==> src/rtl/dram_addr_gen_pipe.sv <==
// DRAM address decoder: bank/rank/row/column split, parity, range check and open-row tracking.
// Two-cycle latency at one request per cycle; the output register holds while out_ready is low.
module dram_addr_gen_pipe #(
   parameter int PA_W     = 40,
   parameter int RAS_W    = 15,
   parameter int CAS_W    = 12,
   parameter int ERRCNT_W = 8
) (
   input  logic                clk,
   input  logic                rst,
   input  logic                in_valid,
   output logic                in_ready,
   input  logic [PA_W-5:0]     addr_in,
   input  logic                cfg_wr,
   input  logic                cfg_two_chan,
   input  logic                cfg_eight_bank,
   input  logic                cfg_rank1,
   input  logic                cfg_cas12,
   input  logic                cfg_ras15,
   input  logic                prech_all,
   output logic                out_valid,
   input  logic                out_ready,
   output logic [RAS_W-1:0]    out_ras,
   output logic [CAS_W-1:0]    out_cas,
   output logic [2:0]          out_bank,
   output logic                out_rank,
   output logic                out_err,
   output logic                out_parity,
   output logic                out_page_hit,
   output logic [ERRCNT_W-1:0] err_cnt
);

   logic r_cfg_two_chan, r_cfg_eight_bank, r_cfg_rank1, r_cfg_cas12, r_cfg_ras15;
   logic r_lat_two_chan, r_lat_eight_bank, r_lat_rank1, r_lat_cas12, r_lat_ras15;
   logic r_cfg_pend;

   logic             r_s1_vld, r_s1_rank, r_s1_err, r_s1_parity;
   logic [RAS_W-1:0] r_s1_ras;
   logic [CAS_W-1:0] r_s1_cas;
   logic [2:0]       r_s1_bank;

   logic             r_s2_vld, r_out_rank, r_out_err, r_out_parity, r_out_page_hit;
   logic [RAS_W-1:0] r_out_ras;
   logic [CAS_W-1:0] r_out_cas;
   logic [2:0]       r_out_bank;
   logic [ERRCNT_W-1:0] r_err_cnt;

   logic [15:0]      r_tbl_vld;
   logic [RAS_W-1:0] r_tbl_row [16];

   // Field offsets move with the active configuration.
   logic [PA_W-1:0] w_addr;
   logic [5:0]      w_b, w_c, w_r, w_top;
   logic [3:0]      w_bank_raw;
   logic [2:0]      w_bank;
   logic            w_rank, w_err, w_parity;
   logic [9:0]      w_cas_fld;
   logic [14:0]     w_ras_fld;

   assign w_addr = {addr_in, 4'b0000};
   assign w_b    = r_cfg_two_chan ? 6'd7 : 6'd8;
   assign w_c    = w_b + (r_cfg_eight_bank ? 6'd3 : 6'd2) + (r_cfg_rank1 ? 6'd1 : 6'd0);
   assign w_r    = w_c + (r_cfg_cas12 ? 6'd10 : 6'd9);
   assign w_top  = w_r + (r_cfg_ras15 ? 6'd15 : 6'd14);

   assign w_bank_raw = 4'(w_addr >> w_b);
   assign w_bank     = (w_bank_raw[2:0] ^ w_addr[20:18] ^ w_addr[30:28])
                       & {r_cfg_eight_bank, 2'b11};
   assign w_rank     = r_cfg_rank1 & (r_cfg_eight_bank ? w_bank_raw[3] : w_bank_raw[2]);
   assign w_cas_fld  = 10'(w_addr >> w_c) & {r_cfg_cas12, 9'h1FF};
   assign w_ras_fld  = 15'(w_addr >> w_r) & {r_cfg_ras15, 14'h3FFF};
   assign w_err      = |(w_addr >> w_top);
   assign w_parity   = ^(w_addr >> w_b);

   logic       w_s2_adv, w_s1_adv, w_acc, w_s2_load, w_cfg_apply, w_hit;
   logic [3:0] w_idx;

   assign w_s2_adv    = !r_s2_vld || out_ready;
   assign w_s1_adv    = w_s2_adv || !r_s1_vld;
   assign in_ready    = w_s1_adv && !r_cfg_pend;
   assign w_acc       = in_valid && in_ready;
   assign w_s2_load   = w_s2_adv && r_s1_vld;
   assign w_cfg_apply = r_cfg_pend && !r_s1_vld && !r_s2_vld;
   assign w_idx       = {r_s1_rank, r_s1_bank};
   // A coincident precharge makes the loading request miss.
   assign w_hit       = !r_s1_err && !prech_all && r_tbl_vld[w_idx]
                        && (r_tbl_row[w_idx] == r_s1_ras);

   always_ff @(posedge clk or posedge rst) begin
      if (rst) begin
         r_cfg_two_chan   <= 1'b0;
         r_cfg_eight_bank <= 1'b1;
         r_cfg_rank1      <= 1'b1;
         r_cfg_cas12      <= 1'b0;
         r_cfg_ras15      <= 1'b0;
         r_lat_two_chan   <= 1'b0;
         r_lat_eight_bank <= 1'b1;
         r_lat_rank1      <= 1'b1;
         r_lat_cas12      <= 1'b0;
         r_lat_ras15      <= 1'b0;
         r_cfg_pend       <= 1'b0;
         r_s1_vld         <= 1'b0;
         r_s1_ras         <= '0;
         r_s1_cas         <= '0;
         r_s1_bank        <= '0;
         r_s1_rank        <= 1'b0;
         r_s1_err         <= 1'b0;
         r_s1_parity      <= 1'b0;
         r_s2_vld         <= 1'b0;
         r_out_ras        <= '0;
         r_out_cas        <= '0;
         r_out_bank       <= '0;
         r_out_rank       <= 1'b0;
         r_out_err        <= 1'b0;
         r_out_parity     <= 1'b0;
         r_out_page_hit   <= 1'b0;
         r_err_cnt        <= '0;
         r_tbl_vld        <= '0;
         for (int i = 0; i < 16; i++) r_tbl_row[i] <= '0;
      end else begin
         if (w_s1_adv) begin
            r_s1_vld <= w_acc;
            if (w_acc) begin
               r_s1_ras    <= RAS_W'(w_ras_fld);
               r_s1_cas    <= CAS_W'({w_cas_fld, w_addr[5:4]});
               r_s1_bank   <= w_bank;
               r_s1_rank   <= w_rank;
               r_s1_err    <= w_err;
               r_s1_parity <= w_parity;
            end
         end
         if (w_s2_adv) begin
            r_s2_vld <= r_s1_vld;
            if (r_s1_vld) begin
               r_out_ras      <= r_s1_ras;
               r_out_cas      <= r_s1_cas;
               r_out_bank     <= r_s1_bank;
               r_out_rank     <= r_s1_rank;
               r_out_err      <= r_s1_err;
               r_out_parity   <= r_s1_parity;
               r_out_page_hit <= w_hit;
            end
         end
         // Clear first so a same-edge write from S2 wins.
         if (prech_all || w_cfg_apply) r_tbl_vld <= '0;
         if (w_s2_load && !r_s1_err) begin
            r_tbl_vld[w_idx] <= 1'b1;
            r_tbl_row[w_idx] <= r_s1_ras;
         end
         if (cfg_wr) begin
            r_cfg_pend       <= 1'b1;
            r_lat_two_chan   <= cfg_two_chan;
            r_lat_eight_bank <= cfg_eight_bank;
            r_lat_rank1      <= cfg_rank1;
            r_lat_cas12      <= cfg_cas12;
            r_lat_ras15      <= cfg_ras15;
         end else if (w_cfg_apply) begin
            r_cfg_pend <= 1'b0;
         end
         if (w_cfg_apply) begin
            r_cfg_two_chan   <= r_lat_two_chan;
            r_cfg_eight_bank <= r_lat_eight_bank;
            r_cfg_rank1      <= r_lat_rank1;
            r_cfg_cas12      <= r_lat_cas12;
            r_cfg_ras15      <= r_lat_ras15;
         end
         if (r_s2_vld && out_ready && r_out_err && (r_err_cnt != '1))
            r_err_cnt <= r_err_cnt + 1'b1;
      end
   end

   assign out_valid    = r_s2_vld;
   assign out_ras      = r_out_ras;
   assign out_cas      = r_out_cas;
   assign out_bank     = r_out_bank;
   assign out_rank     = r_out_rank;
   assign out_err      = r_out_err;
   assign out_parity   = r_out_parity;
   assign out_page_hit = r_out_page_hit;
   assign err_cnt      = r_err_cnt;

endmodule

==> config.mk <==
export PLATFORM = sky130hd
export DESIGN_NAME = dram_addr_gen_pipe
export DESIGN_NICKNAME = d
export VERILOG_FILES = /design/src/rtl/dram_addr_gen_pipe.sv
export SDC_FILE = /design/constraint.sdc
export NUM_CORES = 1
export LEC_CHECK = 0
export BUFFER_PORTS_ARGS = -buffer_cell sky130_fd_sc_hd__buf_2
export CORE_MARGIN = 4
export CORE_UTILIZATION = 40
export CTS_CLUSTER_DIAMETER = 60
export CTS_CLUSTER_SIZE = 10
export DETAILED_ROUTE_END_ITERATION = 7
export GPL_TIMING_DRIVEN = 0
export PLACE_DENSITY = 0.56
export SKIP_CTS_REPAIR_TIMING = 1
export SLEW_MARGIN = 15
export SYNTH_ARGS = -nofsm -noshare
export SYNTH_HDL_FRONTEND = slang
export SYNTH_SLANG_ARGS = --single-unit
==> constraint.sdc <==
create_clock -name clk -period 36 [get_ports clk]
set_input_delay 7.2 -clock clk [delete_from_list [all_inputs] [get_ports clk]]
set_output_delay 7.2 -clock clk [all_outputs]
set_load 0.05 [all_outputs]
## Word-level counts from Yosys, hierarchy flattened

Cells that the tools add are included.

| word-level totals | value |
|---|---|
| output and inout bits | 44 |
| word-level logic and storage cells | 114 |
| input bits | 47 |
| register bits after elaboration | 344 |

| cells by class | value |
|---|---|
| eq/ne operators | 2 |
| add/sub/neg operators | 5 |
| muxes and demuxes | 20 |
| bitwise logic cells | 8 |
| shifts and indexed selects | 4 |
| reductions and logical operators | 27 |
| $lt $le $gt $ge | 4 |

Operator list:

| operator | count |
|---|---|
| 240-bit bitwise mux | 1 |
| 15-bit binary-select mux with 4-bit select | 1 |
| 15-bit demux with 4-bit select | 1 |
| 15-bit two-way mux | 3 |
| 40-bit OR reduction | 1 |
| 40-bit parity | 1 |
| 40-bit by 4-bit >> shifter with 40-bit output | 1 |
| 40-bit by 6-bit >> shifter with 10-bit output | 1 |
| 40-bit by 6-bit >> shifter with 15-bit output | 1 |
| 40-bit by 6-bit >> shifter with 40-bit output | 1 |
| 16-bit two-way mux | 2 |
| 16-bit OR | 1 |
| 15-bit AND | 1 |
| 15-bit equality test | 1 |
| 1-bit logical AND | 14 |
| 6-bit by 4-bit adder with 6-bit output | 2 |
| 10-bit AND | 1 |
| 8-bit by 1-bit adder with 8-bit output (second input constant) | 1 |
| 1-bit two-way mux | 8 |
| 8-bit != test (second input constant) | 1 |
| 5-bit by 1-bit adder with 6-bit output | 1 |
| 3-bit bitwise XOR | 2 |
| 4-bit by 2-bit adder with 5-bit output | 1 |
| 5-bit greater-or-equal comparator (second input constant) | 1 |
| other kinds (14) | 21 |

## Depth between registers and ports, before layout

| logic depth | value |
|---|---|
| depth after elaboration | 7 |
| depth in mapped cells | 18 |
| gate-level depth less buffers | 12 |

## Least setup slack after synthesis

Ideal clock, no wire load.

| timing path | value |
|---|---|
| path type | input to output |
| start point | in out_ready |
| end point | out in_ready |
| path buffers | 0 |
| slack | 20.717 ns |
| arrival | 8.083 ns |
| required time | 28.800 ns |
| stages on the path | 2 |
| cells stage by stage | nor2b_1 a21oi_1 |

| on the way | value |
|---|---|
| word-level cells in the longest chain between the ends | 3 |

RTL lines:

| what | RTL line | text |
|---|---|---|
| from (decl) | 22 | `input logic out_ready,` |
| 1-bit logical OR | 78 | `assign w_s2_adv = !r_s2_vld \|\| out_ready;` |
| 1-bit logical OR | 79 | `assign w_s1_adv = w_s2_adv \|\| !r_s1_vld;` |
| 1-bit logical AND | 80 | `assign in_ready = w_s1_adv && !r_cfg_pend;` |
| to (decl) | 12 | `output logic in_ready,` |

No other way between the ends.

## Worst setup path in the final report

Ends and elaborated chain as after synthesis.

==> impl_metrics.toml <==
[setup_path]
end_kind = "output port"
startpoint = "out_ready"
worstPathArrival_ps = 8030
crit_path_end = "in_ready"
cp_top_family = "buffers and inverters"
crit_top_cell = "buf_2"
cp_slowest_cell = "buf_2"
r2r-start = "r_cfg_two_chan"
cp.depth = 4
path_cells = "buf_2 > nor2b_1 > a21oi_1 > buf_2"
cp_num_buf_inv = 2
cp_data_required_time_ps = 28800
reg2reg_depth = 16
crit_fanout = 3
crit_type = "input pin to output port"
reg2reg_slack_ps = 30170
slowest_delay_ps = 340
worst_setup_path_start_kind = "input pin"
worstReg2RegEnd = "r_s1_err"

[grt]
grt_first_pass_wirelength_mm = 75.0
grt_overflow_total = 0
grt_usage_pct = 20.3
grt_max_degree = 95
grt_pass1_vias = 12300
antenna_found_initial = 0

[floorplanning]
dieArea_um2 = 48300
die_y_um = 220
ios = 91
die_w_um = 220
rows = 77
coreArea_um2 = 44200
start_util_pct = 40.5

[timing]
min_period_ps = 15230
layout_setup_ws_ps = 20770
tns_ps = 0
hold_viol_final = 0
rsz0062_at_grt = "no"
skew_ps = 14.1
post-route-period-util_pct = 42.3
slew_violations = 0
setup_viol = 0
relSlewSlack_pct = 30.9
fmax_mhz = 65.7
tightest_slew_ps = 1040

[synth]
synth.distinct_cells = 56
ys_seq_elements = 344
syn_avg_cell_area_um2 = 12.9
synth_top_flop_cell = "dfrtp_1"
ys_warn_count = 0
synth-async-reset-ratio_pct = 100
netlist_instances = 1385
synth_edf_count = 0
synth.cell_area_um2 = 17900
seq_area_frac_synth_pct = 48.0
synth_fp_nets = 1440

[worst_hold_path]
hp-class = "register to register"

[clock_network]
clock_path_buffers = 3
clk_latency_ps = 540
cts_tree = "done"
root_buffer = "clkbuf_16"
clock-sinks = 344
clk_pin_slew_worst_paths_ps = 60
htree_levels = 2
cts_buffers = 40

[route]
routed_via_density = 5.64
wl_mm = 48.0
drt_first_pass_iters = 5
drt-wirelength-per-cell_um = 22.9
vias = 11900
drt_iter0_drc = 790
postRouteAntennaNets = 0
drc = 0

[layout]
diodes = 0
layout-drive-gt1-share_pct = 37.2
syn2layout_area_growth_pct = 12.6
regArea_um2 = 8610
multi_input_area_um2 = 8710
fill_cells = 4005
nets = 1559

[placement]
dpl.hpwl_mm = 35.0
portBuffers = 73
post-place-ws_ps = 20760
gp_congestion = 0.955

[run]
max_cap_viol_count = 0

[run_status]
status = "finished, final reports clean"
-- registers in the layout, indices dropped and copies added (netlist names), 3 cells and up --
name,flops
r_tbl_row,240
r_tbl_vld,16
out_ras,15
r_s1_ras,15
out_cas,12
r_s1_cas,12
err_cnt,8
out_bank,3
r_s1_bank,3
-- worst min-delay path by stage --
stage,from,to,slack [ps],cells past startpoint
global route,r_tbl_vld[1],r_tbl_vld[1],490,1
detailed placement,r_s1_cas[11],r_s1_cas[11],460,2
floorplan,r_s1_cas[11],r_s1_cas[11],430,2
CTS,r_tbl_vld[2],r_tbl_vld[2],470,1
global placement,r_tbl_vld[2],r_tbl_vld[2],450,1
finish,r_s1_cas[11],r_s1_cas[11],470,2
-- cells by family (layout without fill, tap and decap cells) --
| family | count (synthesis) | count (layout) | share of synthesized area (%) |
|---|---|---|---|
| AND/OR/NAND/NOR | 232 | 232 | 5.90 |
| XOR/XNOR | 61 | 61 | 3.14 |
| flip-flops | 344 | 344 | 48.0 |
| adder cells (fa/ha/maj) | 8 | 8 | 0.642 |
| multiplexers | 432 | 432 | 33.3 |
| buffers and inverters | 145 | 268 | 3.38 |
| AO/OA/AOI/OAI | 163 | 163 | 5.63 |
-- synthesized netlist by cell type (all sizes together) (15+ instances only) --
library cell | instances | area (um^2)
mux4 | 101 | 2270
nand2 | 112 | 420
o21ai | 63 | 315
xor2 | 15 | 131
xnor2 | 44 | 385
dfrtp | 340 | 8510
nor2 | 45 | 169
mux2 | 301 | 3390
mux2i | 30 | 300
a21oi | 31 | 155
buf | 53 | 262
clkbuf | 79 | 297
nand3 | 19 | 95.1
nor2b | 16 | 100
-- cell type report --
cell class,instances,share of cell area [%]
Buffer,132,2.76
Tap cell,592,3.67
Clock buffer,46,5.22
Sequential cell,344,42.7
Timing Repair Buffer,77,2.26
Inverter,13,0.279
Multi-Input combinational cell,896,43.2
-- cells in the final DEF (no fill, tap or decap), drive strengths merged, types with 4 or more instances in the layout --
cell,netlist,routed
nand2,112,112
nor2b,16,16
xnor2,44,44
nor3,7,7
nor2,45,45
ha,6,6
a22oi,5,5
mux4,101,101
dfstp,4,4
mux2i,30,30
o21ai,63,63
a211oi,11,11
nand4,6,6
a21o,11,11
a31oi,6,6
mux2,301,301
and3,4,4
a21oi,31,31
a221oi,5,5
nand3,19,19
xor2,15,15
inv,13,13
nand2b,8,8
o2111ai,4,4
clkbuf,79,125
o31ai,6,6
dfrtp,340,340
buf,53,130
-- stage by stage --
| step | instance area, um^2 | utilization (%) | std cells | hold slack [ps] |
|---|---|---|---|---|
| 3_5_place_dp | 19100 | 43.3 | 2054 | 460 |
| 3_3_place_gp | 19000 | 43.0 | 2050 | 454 |
| 6_report | 20200 | 45.7 | 2100 | 468 |
| 4_1_cts | 20200 | 45.7 | 2100 | 473 |
| 5_1_grt | 20200 | 45.7 | 2100 | 487 |
| 2_1_floorplan | 17900 | - | 1385 | 435 |
-- per-layer routing --
layer | global-route usage, % | vias up | routed length, um | part of all wire, %
li1 | - | 5266 | - | -
met1 | 27.2 | 6166 | 20800 | 43
met2 | 33.8 | 334 | 23300 | 49
met3 | 3.06 | 85 | 2170 | 4.5
met4 | 6.97 | 0 | 1700 | 3.5
met5 | 0 | - | 0 | 0
-- worst reg2reg max path, delay by kind of cell, from the launching register on --
family          cells  cell delay, ps
fa+ha+maj           3            1290
compound gates      4             840
mux                 1             420
buf+inv             8            2790
flops               1             360
Power is left out: the tool's default activity adds up to more than one toggle a clock period on the data nets, which glitch-free logic cannot reach.
